--- src/rtl/keypad_pkg.sv ---
// Shared types and key encoding for the 4x3 keypad scanner.
// Codes: 0-9 as binary, # = 1010, * = 1011.
package keypad_pkg;

   typedef enum logic [1:0] {
      SCAN     = 2'd0,
      DEBOUNCE = 2'd1,
      PRESS    = 2'd2,
      HOLD     = 2'd3
   } state_t;

   localparam logic [3:0] KEY_HASH = 4'b1010;
   localparam logic [3:0] KEY_STAR = 4'b1011;

   // Rows 0-2 carry digits 1-9 in reading order; row 3 is "* 0 #".
   function automatic logic [3:0] key_code(
      input logic [1:0] row,
      input logic [1:0] col
   );
      logic [3:0] code;
      code = 4'd0;
      if (row == 2'd3) begin
         case (col)
            2'd0:    code = KEY_STAR;
            2'd1:    code = 4'd0;
            default: code = KEY_HASH;
         endcase
      end else begin
         code = ({2'b00, row} * 4'd3) + {2'b00, col} + 4'd1;
      end
      return code;
   endfunction

   function automatic logic [1:0] col_index(
      input logic [2:0] low
   );
      logic [1:0] idx;
      case (low)
         3'b001:  idx = 2'd0;
         3'b010:  idx = 2'd1;
         default: idx = 2'd2;
      endcase
      return idx;
   endfunction

   function automatic logic single_low(
      input logic [2:0] low
   );
      return (low == 3'b001) || (low == 3'b010) || (low == 3'b100);
   endfunction

endpackage

--- src/rtl/keypad_tick_gen.sv ---
// Free-running divider: one-clock tick on the terminal count
// of a 0..DIV-1 counter, setting the row dwell period.
module keypad_tick_gen #(
   parameter int unsigned DIV = 1000
) (
   input  logic clk,
   input  logic reset,
   output logic tick
);

   localparam int unsigned W = (DIV > 1) ? $clog2(DIV) : 1;

   logic [W-1:0] cnt;

   assign tick = (cnt == W'(DIV - 1));

   always_ff @(posedge clk or posedge reset) begin
      if (reset) begin
         cnt <= '0;
      end else if (tick) begin
         cnt <= '0;
      end else begin
         cnt <= cnt + 1'b1;
      end
   end

endmodule

--- src/rtl/keypad_scanner.sv ---
// 4x3 keypad scan, debounce and encode front end.
// Optional auto-repeat while held: define KEYPAD_AUTOREPEAT_EN.
module keypad_scanner
   import keypad_pkg::*;
#(
   parameter int unsigned SCAN_DIV       = 1000,
   parameter int unsigned DEBOUNCE_TICKS = 20,
   parameter int unsigned REPEAT_TICKS   = 500
) (
   input  logic       clk,
   input  logic       reset,
   input  logic [2:0] col_in,
   output logic [3:0] row_out,
   output logic [3:0] Code_1,
   output logic       Valid_1,
   output logic       S_Row
);

   localparam int unsigned CW = $clog2(DEBOUNCE_TICKS + 1);

   // An illegal parameter set leaves the scanner parked in reset state.
   localparam bit CFG_OK = (SCAN_DIV >= 4) &&
                           (DEBOUNCE_TICKS >= 1) &&
                           (REPEAT_TICKS >= 1);

   logic          tick;
   logic          scan_tick;
   logic [2:0]    col_s1;
   logic [2:0]    col_s2;
   logic [2:0]    col_low;
   logic          one_low;

   state_t        state;
   state_t        state_n;
   logic [1:0]    row_idx;
   logic [1:0]    row_n;
   logic [1:0]    cand_col;
   logic [1:0]    cand_col_n;
   logic [2:0]    cand_mask;
   logic          held_low;
   logic [CW-1:0] cnt;
   logic [CW-1:0] cnt_n;
   logic [CW-1:0] cnt_inc;
   logic          cnt_done;
   logic [3:0]    code;
   logic [3:0]    code_n;
   logic          valid;
   logic          valid_n;
   logic          s_row;
   logic          s_row_n;

   keypad_tick_gen #(
      .DIV (SCAN_DIV)
   ) u_tick (
      .clk   (clk),
      .reset (reset),
      .tick  (tick)
   );

   assign scan_tick = tick & CFG_OK;

   always_ff @(posedge clk or posedge reset) begin
      if (reset) begin
         col_s1 <= 3'b111;
         col_s2 <= 3'b111;
      end else begin
         col_s1 <= col_in;
         col_s2 <= col_s1;
      end
   end

   assign col_low   = ~col_s2;
   assign one_low   = single_low(col_low);
   assign cand_mask = 3'b001 << cand_col;
   assign held_low  = |(col_low & cand_mask);
   assign cnt_inc   = cnt + 1'b1;
   assign cnt_done  = (cnt_inc == CW'(DEBOUNCE_TICKS));

`ifdef KEYPAD_AUTOREPEAT_EN
   localparam int unsigned RW = $clog2(REPEAT_TICKS + 1);

   logic [RW-1:0] rep;
   logic [RW-1:0] rep_n;
   logic [RW-1:0] rep_inc;
   logic          rep_fire;

   assign rep_inc = rep + 1'b1;

   always_ff @(posedge clk or posedge reset) begin
      if (reset) begin
         rep <= '0;
      end else begin
         rep <= rep_n;
      end
   end

   // Held ticks count only in HOLD; a release tick restarts the count.
   always_comb begin
      rep_n    = rep;
      rep_fire = 1'b0;
      if (state != HOLD) begin
         rep_n = '0;
      end else if (scan_tick) begin
         if (!held_low) begin
            rep_n = '0;
         end else if (rep_inc == RW'(REPEAT_TICKS)) begin
            rep_n    = '0;
            rep_fire = 1'b1;
         end else begin
            rep_n = rep_inc;
         end
      end
   end
`else
   logic rep_fire;

   assign rep_fire = 1'b0;
`endif

   always_ff @(posedge clk or posedge reset) begin
      if (reset) begin
         state    <= SCAN;
         row_idx  <= 2'd0;
         cand_col <= 2'd0;
         cnt      <= '0;
         code     <= 4'd0;
         valid    <= 1'b0;
         s_row    <= 1'b0;
      end else begin
         state    <= state_n;
         row_idx  <= row_n;
         cand_col <= cand_col_n;
         cnt      <= cnt_n;
         code     <= code_n;
         valid    <= valid_n;
         s_row    <= s_row_n;
      end
   end

   always_comb begin
      state_n    = state;
      row_n      = row_idx;
      cand_col_n = cand_col;
      cnt_n      = cnt;
      code_n     = code;
      valid_n    = 1'b0;
      s_row_n    = s_row;
      unique case (state)
         SCAN: begin
            if (scan_tick) begin
               if (one_low) begin
                  cand_col_n = col_index(col_low);
                  cnt_n      = '0;
                  state_n    = DEBOUNCE;
               end else begin
                  row_n = row_idx + 2'd1;
               end
            end
         end
         DEBOUNCE: begin
            if (scan_tick) begin
               if (col_low == cand_mask) begin
                  if (cnt_done) begin
                     cnt_n   = '0;
                     code_n  = key_code(row_idx, cand_col);
                     s_row_n = 1'b1;
                     state_n = PRESS;
                  end else begin
                     cnt_n = cnt_inc;
                  end
               end else begin
                  cnt_n   = '0;
                  row_n   = row_idx + 2'd1;
                  state_n = SCAN;
               end
            end
         end
         PRESS: begin
            valid_n = 1'b1;
            cnt_n   = '0;
            state_n = HOLD;
         end
         HOLD: begin
            // Only the accepted column is watched, so extra keys are ignored.
            valid_n = rep_fire;
            if (scan_tick) begin
               if (held_low) begin
                  cnt_n = '0;
               end else if (cnt_done) begin
                  cnt_n   = '0;
                  s_row_n = 1'b0;
                  row_n   = row_idx + 2'd1;
                  state_n = SCAN;
               end else begin
                  cnt_n = cnt_inc;
               end
            end
         end
      endcase
   end

   assign row_out = ~(4'b0001 << row_idx);
   assign Code_1  = code;
   assign Valid_1 = valid;
   assign S_Row   = s_row;

endmodule

--- config.mk ---
export PLATFORM = sky130hd
export DESIGN_NAME = keypad_scanner
export DESIGN_NICKNAME = d
export VERILOG_FILES = /design/src/rtl/keypad_pkg.sv /design/src/rtl/keypad_tick_gen.sv /design/src/rtl/keypad_scanner.sv
export SDC_FILE = /design/constraint.sdc
export NUM_CORES = 1
export LEC_CHECK = 0
export BUFFER_PORTS_ARGS = -buffer_cell sky130_fd_sc_hd__clkbuf_2
export CAP_MARGIN = 20
export CORE_ASPECT_RATIO = 1.2
export CORE_MARGIN = 4
export CORE_UTILIZATION = 52
export CTS_CLUSTER_SIZE = 40
export DETAILED_ROUTE_END_ITERATION = 12
export PLACE_DENSITY = 0.7
export SLEW_MARGIN = 20
export SYNTH_ARGS = -nofsm -noshare
export SYNTH_HDL_FRONTEND = slang
export SYNTH_HIERARCHICAL = 1
export SYNTH_SLANG_ARGS = --single-unit
export TNS_END_PERCENT = 50
--- constraint.sdc ---
create_clock -name clk -period 3.06 [get_ports clk]
set_clock_uncertainty 0.15 [all_clocks]
set_input_delay 0.306 -clock clk [delete_from_list [all_inputs] [get_ports clk]]
set_output_delay 0.306 -clock clk [all_outputs]
set_load 0.01 [all_outputs]
## Word-level counts from Yosys, hierarchy flattened

Cells that the tools add are included.

- Bits in read-only memories: 0
- Bits in registers: 33
- Memories: 0
- Input bits: 5
- Output and inout port bits: 10
- Latch bits: 0
- Word-level logic and storage cells: 93
- Bits in writable memories: 0

- Divide/modulo/power cells: 0
- Eq/ne operators: 22
- Reductions and logical operators: 13
- $add $sub $neg: 5
- Multiply operators: 1
- Bitwise operators: 3
- Magnitude comparators: 0
- Muxes and demuxes: 37
- Shift operators: 2

Operators by type and width:

| operator | number |
|---|---|
| two-way mux 5 bit | 7 |
| two-way mux 2 bit | 15 |
| inequality test 2 bit, second input constant | 10 |
| case mux 5 bit (4 select lines) | 1 |
| AND reduction 7 bit | 2 |
| adder 10 x 1 -> 10 bit, second input constant | 1 |
| equality test 10 bit, second input constant | 1 |
| two-way mux 10 bit | 1 |
| case mux 2 bit (4 select lines) | 1 |
| case mux 4 bit (2 select lines) | 1 |
| AND reduction 4 bit | 2 |
| AND reduction 8 bit | 1 |
| two-way mux 1 bit | 7 |
| equality test 2 bit, second input constant | 3 |
| case mux 2 bit (3 select lines) | 1 |
| adder 5 x 1 -> 5 bit, second input constant | 1 |
| equality test 5 bit, second input constant | 1 |
| adder 4 x 1 -> 4 bit, second input constant | 1 |
| adder 4 x 2 -> 4 bit | 1 |
| equality test 2 x 1 -> 1 bit, second input constant | 2 |
| logical NOT 2 bit | 2 |
| multiplier 2 x 2 -> 4 bit, second input constant | 1 |
| two-way mux 4 bit | 1 |
| NOT 4 bit | 1 |
| 17 further kinds | 18 |

## Longest topological paths before layout

Gate-level depths: netlist of the first run.

- Depth in word-level cells: 7
- Depth in mapped cells: 10
- Gate-level depth less buffers: 9

## Modules after synthesis

Netlist of the first run, hierarchy kept.

Modules (own cells, without submodules):

| module | times used | cells each | area each (um2) |
|---|---|---|---|
| keypad_scanner | 1 | 149 | 1,567.8 |
| keypad_tick_gen | 1 | 47 | 488.0 |

## Least setup slack after synthesis of the first run

No wires, ideal clock.

- Path type: reg2reg
- Start point: reg u_tick.cnt[0]
- End point: reg row_idx[1]
- Buffers on the path: 1
- Clock period less this slack: 2,612 ps
- Data arrival time: 2,337 ps
- Stages on the path, launching flop included: 11
- Data required time: 2,785 ps
- Library setup time: 125 ps
- Setup slack: 448 ps
- Path through: dfrtp_1 ha_1 nand2_1 nor4_2 and2_1 buf_2 o21bai_4 o221ai_2 a21oi_1 or3b_4 mux2_4

- Cells in the longest elaborated chain, start to end: 3

RTL lines:

| item | line | text |
|---|---|---|
| start: declaration | keypad_tick_gen.sv:13 | `logic [W-1:0] cnt;` |
| start signal: assignment | keypad_tick_gen.sv:23 | `cnt <= cnt + 1'b1;` |
| equality test 10 bit (*) | keypad_tick_gen.sv:15 | `assign tick = (cnt == W'(DIV - 1));` |
| named net scan_tick | keypad_scanner.sv:27 | `logic scan_tick;` |
| inequality test 2 bit (no source line) | - |  |
| AND reduction 8 bit (no source line) (*) | - |  |
| end signal: assignment | keypad_scanner.sv:131 | `row_idx <= row_n;` |
| end: declaration | keypad_scanner.sv:35 | `logic [1:0] row_idx;` |

The timed path passes the listed nets; every way through them passes the cells marked *.
A chain may end at the register's enable or synchronous reset.

==> run summary, run 1 <==
The run finished with clean final reports. The vertical die dimension was 76.88 um. In the synthesized netlist the dominant register cell turns out to be dfrtp_1. Clock tree synthesis selected as its root buffer the cell clkbuf_8. Hold timing on the final database bottoms out at a slack of 0.2091 ns. The violation count after the first detailed-routing iteration is 64.

In this run the cell area of the synthesized design comes to 2056 um^2. The logs give 0 for the number of buffers added for setup after CTS and 325 for the number of fill cells. Dividing the detail-routed via count by the number of cells gives 5.434. The logs give 16.83% for the aggregate global-route resource usage and 4 for the number of iterations in the first detailed-routing pass. VDD sags by at most 0.0003331 V.

The run gives 62.57% as the end-of-flow core utilization. For this run, the top clock speed supported by timing is 0.3688 GHz. Each instance of the synthesized netlist takes up on average 10.49 um^2. The post-synthesis compound-gate area fraction works out to 15.95%. The tools report the first-pass GRT wire length as 6741 um.

The library cell used most frequently in the layout, excluding fill and tap cells, is dfrtp_1. Number of nets in the synthesized netlist: 221. Sequential cells were found to cover 40.54% of the synthesized design area. The initialized floorplan defines 24 standard-cell rows. TritonCTS built the clock tree. After synthesis, the share of flip-flops with an asynchronous set or reset is 100.0%.

The logs give 1,478 for the total number of vias and 2 for the maximum count of clock buffers along a single path. Yosys printed 6 warnings. The worst min-delay path category is register to register. Count of input and output buffers: 14. For this run, the post-layout net count is 244. Simple-gate share of the synthesized area: 18.81%.

Leaving out fill and tap cells, the most frequent cells in the layout are dfrtp_1, inv_1, ha_1, nand2_1, clkbuf_2. Summed over all cells, the static leakage comes to 1.088 nW. The repair_antennas step left the layout with diodes totalling 0.

Synthesis produced 196 cells. The logs give 2330 um^2 for the final instance area and 3713 um for the post-detailed-routing wire length. At the worst endpoint, the required time is 3.13 ns.

Remaining antenna violation count after routing: 0. The hold violation count in the final report is 0, and the maximum fanout along the worst path is 12. The number of placed instances, taps included, is 260. Data on the critical path arrives at its endpoint at 2.78 ns. The H-tree depth was 2; the max-capacitance violation count was 0.

Synthesis inferred 33 register bits. The overall die area was 5027 um^2; the ratio of final minimum period to clock period was 88.60%. By area, the combinational part of the netlist is dominated by simple AND/OR/NAND/NOR gates. Setup repair after global routing left no endpoint under its margin.

After detailed routing, the average wire length per cell comes to 13.65 um. The clock reaches the later pin of the worst-skew pair after 0.28 ns. The layout overhead on the synthesized area was 13.33%. The share of synthesized cell area in full adder, half adder and majority cells came out at 12.90%. For this design the top-level I/O count stands at 15. The floorplan core area is 3724 um^2, and the power density over the cells is 377.1 nW/um^2. The leftover overflow at the end of global routing came out at 0.

Share of final-layout standard cells stronger than drive strength 1: 22.73%. The clock-pin slew of the registers on the worst-case setup and hold paths is 0.07 ns. The worst setup path is captured at a register.

The wire-length estimate of the detail-placed layout is 2903 um. The logs give 5 for the number of buffers created by CTS and 0 for the post-route DRC violation count. For the pin with the worst max-slew slack, the measured transition is 0.8722 ns. The worst setup path is of the register to register kind. Of the post-synthesis cell area, the part taken by muxes is 3.408%. The die is 65.40 um wide.

The tools report the number of max-slew violations in the final report as 0. For this design, the CTS-stage hold fixing added 4 buffers. In this run the tightest slew margin relative to its limit is 41.79%. The initial utilization of the core area, before any placement, comes to 55.21%. The run gives 33 as the clock sink count. The post-synthesis xor/xnor area fraction is 3.774%, and the routability congestion estimate is 0.8335. Synthesis instantiated 60 different standard cells from the library. Pin count of the biggest net entering global routing: 24. Post-place instance area: 2175 um^2.

Setup violations remaining at the end of the flow were counted as 0. The synthesized design contains 0 enable-type register cells. The worst setup path is launched from a register.

For the setup total negative slack, the log shows 0 ns. The count of cells in the finished layout, fillers not included, comes to 272. The via count of the first global-routing pass is 1,563.

The tools report the number of gates resized after cts as 0. The clock period could shrink to 2.711 ns. Initial antenna violation count: 0.
==> power by group <==
part / leakage (nW) / internal [mW] / switching [mW]
sequential: 0.426 / 0.444 / 0.00519
combinational: 0.608 / 0.00979 / 0.0147
clock: 0.0543 / 0.243 / 0.162
total: 1.09 / 0.697 / 0.182
==> stage by stage <==
step | setup slack, ns | power (mW)
after global routing | 0.1157 | 0.9191
final | 0.3487 | 0.8785
after global placement | 0.4809 | 0.4768
after floorplan | 0.4484 | 0.4727
after detailed placement | 0.3817 | 0.4781
after CTS | 0.3593 | 0.8899
==> worst max-delay path, stage by stage (launching register included) <==
cell and delay, ns:
dfrtp_1 0.41, ha_1 0.25, nand2_1 0.12, nor4_2 0.31, and2_1 0.20, buf_4 0.18, nand2_1 0.08, o211ai_2 0.24
nand2_2 0.14, or4_1 0.47, nand3_1 0.09
==> sequential cells by signal, summed over array words and instances (netlist names), named ones only <==
register and count:
u_tick/cnt 10, state 1, S_Row 1, Valid_1 1
cnt 5, row_idx 2, col_s1 3, col_s2 3
cand_col 2, Code_1 4
==> kinds of logic after synthesis <==
logic type,count (synthesis)
adder cells (fa/ha/maj),20
buffers and inverters,22
XOR/XNOR,8
AND/OR/NAND/NOR,65
flip-flops,33
AO/OA/AOI/OAI,42
multiplexers,6
==> routing by layer <==
layer / global-route usage [%] / wire length [um] / vias to the layer above
li1: - / - / 734
met1: 19.89 / 1565 / 720
met2: 29.79 / 2005 / 19
met3: 3.655 / 97 / 5
met4: 5.394 / 44 / 0
met5: 0 / 0 / -
==> final cells by class <==
| type | count | area, um^2 | area share [%] |
|---|---|---|---|
| Multi-Input combinational cell | 141 | 1127 | 48.39 |
| Sequential cell | 33 | 833.3 | 35.77 |
| Timing Repair Buffer | 19 | 117.6 | 5.048 |
| Inverter | 19 | 71.32 | 3.061 |
| Clock buffer | 5 | 68.82 | 2.954 |
| Tap cell | 52 | 65.06 | 2.793 |
| Clock inverter | 3 | 46.29 | 1.987 |
==> synthesized netlist by cell type (3+ instances only) <==
master | instances | share of area [%]
inv_1 | 19 | 3.5
a21oi_1 | 7 | 1.7
nor2_1 | 13 | 2.4
o21ai_0 | 8 | 1.9
dfrtp_1 | 27 | 33
ha_1 | 18 | 11
nor2b_1 | 4 | 1.2
xor2_1 | 3 | 1.3
dfstp_2 | 6 | 7.7
nand3_1 | 8 | 1.9
xnor2_1 | 4 | 1.7
nand2_1 | 16 | 2.9
a21o_1 | 3 | 1.1
mux2_2 | 4 | 2.2
==> path summary, 6_finish.rpt <==
kind | from | endpoint | slack (ns) | depth (start not counted)
max | u_tick/cnt[0] | cnt[4] | 0.35 | 10
min | col_s1[2] | col_s2[2] | 0.21 | 0
max reg2reg | u_tick/cnt[0] | cnt[4] | 0.35 | 10
min reg2reg | col_s1[2] | col_s2[2] | 0.21 | 0
max in group asynchronous | reset | row_idx[0] | 1.63 | 3
min in group asynchronous | reset | u_tick/cnt[5] | 0.38 | 3
(Power assumes the default switching activity.)
==> run 2, diff against run 1 <==
ABC_AREA = 1   (was not set)
PLACE_DENSITY = 0.71   (was 0.7)
==> run summary, run 2 <==
Combinational family with the most area after synthesis: simple AND/OR/NAND/NOR gates. The number of instances in the synthesized netlist was 246 (+26%); the clock-pin slew of the registers on the worst-case setup and hold paths was 0.06 ns (about the same). The worst min-delay path category was register to register. The maximum count of clock buffers along a single path is 2 (unchanged), and the maximum fanout along the worst path is 7 (-5).

The starting density of the core is 54.03% (-1.2 points), and the number of nets in the synthesized netlist is 271 (+23%). The post-route DRC violation count came out at 0 (unchanged). TritonCTS built the clock tree. Total number of vias: 1,557 (+5.3%). The top cell types in the final layout, fill and taps aside, are nand2_1, inv_1, dfrtp_1, nor2_1, ha_1. The remaining antenna violation count after routing came out at 0 (unchanged). Sorting the synthesized cells by area gives the leading types as dfrtp_1, nand2_1, ha_1. The tools report the antenna diode instance count as 0 (unchanged). The number of register bits inferred by synthesis was 33 (unchanged).

For the number of buffers created by CTS, the log shows 5 (unchanged). The leakage power summed over all cells is 1.201 nW (+10%), and the number of flip-flops in the largest register is 10 (unchanged). The net switching power figure was 176.3 uW (-3.0%). The hold buffer count at CTS was 4 (unchanged). The clock insertion delay at the later pin of the skew report was 0.29 ns (about the same). u_tick/cnt holds more flip-flops than any other register. The ratio of final minimum period to clock period is 66.41% (-22 points).

Flip-flop cell with the highest count after synthesis: dfrtp_1. The initial antenna violation count is 0 (unchanged). The slew at the pin with the worst max-slew slack works out to 0.9346 ns (+0.06241 ns). The most common cell in the synthesized netlist is nand2_1. For the design internal power, the log shows 717.4 uW (+3.0%). The sequential area share after synthesis was 42.10% (+1.6 points). The first-pass GRT wire length was 6058 um (-10%); the total of warnings raised by yosys was 6 (unchanged). The setup slack on the worst flop-to-flop path came out at 1.03 ns (+0.68 ns). The setup total negative slack is 0 ns (unchanged). The mean post-synth cell area is 8.046 um^2 (-23%).

The post-synthesis xor/xnor area fraction is 0.8850% (-2.9 points), and the number of failing setup endpoints in the final timing report is 0 (unchanged). The number of iterations in the first detailed-routing pass is 4 (unchanged), and the detailed-route wire length per cell is 10.62 um (-22%). The clock power share was 47.3% (+1.2 points); the final-stage net count was 296 (+21%). The power density over the cells works out to 393.5 nW/um^2 (+4.4%). The run gives 15 (unchanged) as the total I/O pin count. The type of the worst setup path is register to register. The run gives 0 (unchanged) as the leftover overflow at the end of global routing. Routability congestion estimate: 0.8424 (+1.1%). The number of gates resized after cts is 0 (unchanged), and the horizontal die dimension is 64.32 um (-1.6%). Required time of the critical path: 3.09 ns (-0.04 ns).

The post-synthesis compound-gate area fraction is 5.815% (-10 points), and the peak clock frequency supported by timing is 0.4921 GHz (+33%). The simple-gate share of the synthesized area came out at 29.84% (+11 points). The path depth of the worst reg2reg path works out to 12 (+2).

The layout overhead on the synthesized area was 14.73%; the overall die area was 4862 um^2 (-3.3%). The clock period minus final worst setup slack came out at 2.032 ns (-0.6790 ns). The vertical die dimension was 75.59 um (-1.7%). For the H-tree depth, the log shows 2 (unchanged).

The end-of-flow core utilization was 61.99% (-0.58 points). The number of buffers added for setup after CTS is 0 (unchanged). Leading cell type in the layout, fill and taps excluded: nand2_1. The largest total area in the synthesized netlist belongs to dfrtp_1. End of the worst register-to-register path: row_idx[0]. Setup repair after global routing left no endpoint under its margin. The number of max-slew violations in the final report is 0 (unchanged). The post-synthesis async set-or-reset flop share is 100.0% (unchanged), and the mux contribution to synthesized area is 0% (-3.4 points).

Sum of net half-perimeters after detailed placement: 2522 um (-13%). The violation count after the first detailed-routing iteration is 86 (+34%), and the aggregate global-route resource usage is 16.45% (-0.38 points). For the max-capacitance violation count, the log shows 0 (unchanged). The flow ran to the end, and the final reports show no timing, DRC or antenna violations.

The count of flip-flops with a built-in enable after synthesis came out at 0 (unchanged). The logs give 24 (unchanged) for the number of placement rows and 2.06 ns (-0.72 ns) for the arrival time of the worst setup path. The register share of total power was 49.9% (-1.2 points). In the synthesized netlist, the cells that appear most often are nand2_1, inv_1, dfrtp_1. In this run the worst setup path begins at u_tick/cnt[0].

The count of distinct cell types in the synthesized netlist is 23 (-62%), and the fraction of post-synthesis cell area in the top cell type by area is 34.13% (+1.3 points). Via count of the first global-routing pass: 1,486 (-4.9%). In this run the worst setup path terminates at row_idx[0]. The pin count of the biggest net entering global routing is 24 (unchanged). The startpoint identified for the worst register-to-register timing path is u_tick/cnt[0]. The switching share of power works out to 19.72% (-0.96 points).

For the post-detailed-routing wire length, the log shows 3441 um (-7.3%). The share of total power in combinational logic came out at 2.8% (about the same). Hold violation count in the final report: 0 (unchanged). Floorplan core area: 3664 um^2 (-1.6%). The worst setup path is launched from a register. The share of synthesized cell area in full adder, half adder and majority cells is 13.40% (+0.50 points), and the average vias per placed instance is 4.806 (-12%).

The logs give 33 (unchanged) for the clock sink count and 1979 um^2 (-3.7%) for the netlist area before placement. The count of input and output buffers came out at 14 (unchanged). The share of final-layout standard cells stronger than drive strength 1 works out to 16.54% (-6.2 points).

The worst max-slew margin expressed relative to the limit was 37.62% (-4.2 points). The worst setup path is captured at a register. The buffer cell driving the clock tree root was clkbuf_8.

Worst voltage drop across the vdd grid: 0.0003061 V (-8.1%).
==> run 2: changes by cell type in the layout (fill, tap and decap cells not counted), sizes merged, moves of 3 or more <==
cell	change
nand3	+13
xnor2	-5
o21ai	+7
a21o	-3
o211ai	-3
mux2	-5
nor2b	-4
inv	+21
a21oi	-3
nor2	+19
nand4	+3
nand2	+51
==> run 2: power by group through the flow <==
stage	logic, mW	registers [mW]	clock network [mW]
after floorplan	0.0142	0.453	0
after global placement	0.0211	0.454	0
after detailed placement	0.0214	0.454	0
after CTS	0.0252	0.446	0.432
after global routing	0.0292	0.446	0.452
final	0.0250	0.446	0.423
==> run 2: worst max-delay path: stages (launching register included) <==
cell     delay (ns)
dfrtp_1        0.36
ha_1           0.17
nand2_1        0.09
nor2_1         0.12
nand3_2        0.15
inv_2          0.15
nor2_1         0.11
a21oi_1        0.17
nand2_1        0.08
nor2_1         0.17
nand2_1        0.10
nand2_1        0.06
nand2_1        0.04
==> run 2: kinds of logic (layout without fill, tap and decap cells) <==
| logic type | count (synthesis) | in the layout |
|---|---|---|
| compound gates | 22 | 22 |
| xor+xnor | 2 | 2 |
| fa+ha+maj | 20 | 20 |
| buf+inv | 41 | 67 |
| flops | 33 | 33 |
| simple gates | 128 | 128 |
==> run 2: area by class of cell <==
class | instances | area, um^2
clock buffers | 7 | 86.33
flip-flops and latches | 33 | 833.3
inverters | 41 | 157.7
repair buffers | 18 | 110.1
multi-input cells | 172 | 988.4
well taps | 52 | 65.06
fillers | 339 | 1393
clock inverters | 1 | 30.03
==> run 2: worst min path at each step <==
stage                     startpoint            end  slack [ns]  cells past startpoint
final                      col_s1[2]      col_s2[2]        0.21                      0
after CTS                  col_s1[2]      col_s2[2]        0.21                      0
after floorplan                reset  u_tick/cnt[0]      -0.004                      1
after detailed placement       reset  u_tick/cnt[8]        0.13                      2
after global placement         reset  u_tick/cnt[8]        0.14                      2
after global routing       col_s1[2]      col_s2[2]        0.21                      0
==> run 2: stage by stage <==
step / worst slack (ns) / power (mW) / instances / hold WS [ns] / area [um^2]
2_1_floorplan: 1.128 / 0.4675 / 246 / -0.003822 / 1979
3_3_place_gp: 1.052 / 0.4748 / 312 / 0.1405 / 2115
3_5_place_dp: 1.023 / 0.4752 / 312 / 0.1340 / 2115
4_1_cts: 1.019 / 0.9028 / 324 / 0.2075 / 2271
5_1_grt: 0.7489 / 0.9270 / 324 / 0.2135 / 2271
6_report: 1.028 / 0.8937 / 324 / 0.2068 / 2271
==> run 2: metal layers <==
metal / GRT usage (%) / up-vias / share of wire, %
met5: 0 / - / 0
met4: 8.451 / 0 / 2.4
met3: 4.720 / 8 / 3.6
met2: 29.36 / 23 / 49
met1: 18.05 / 706 / 45
li1: - / 820 / -
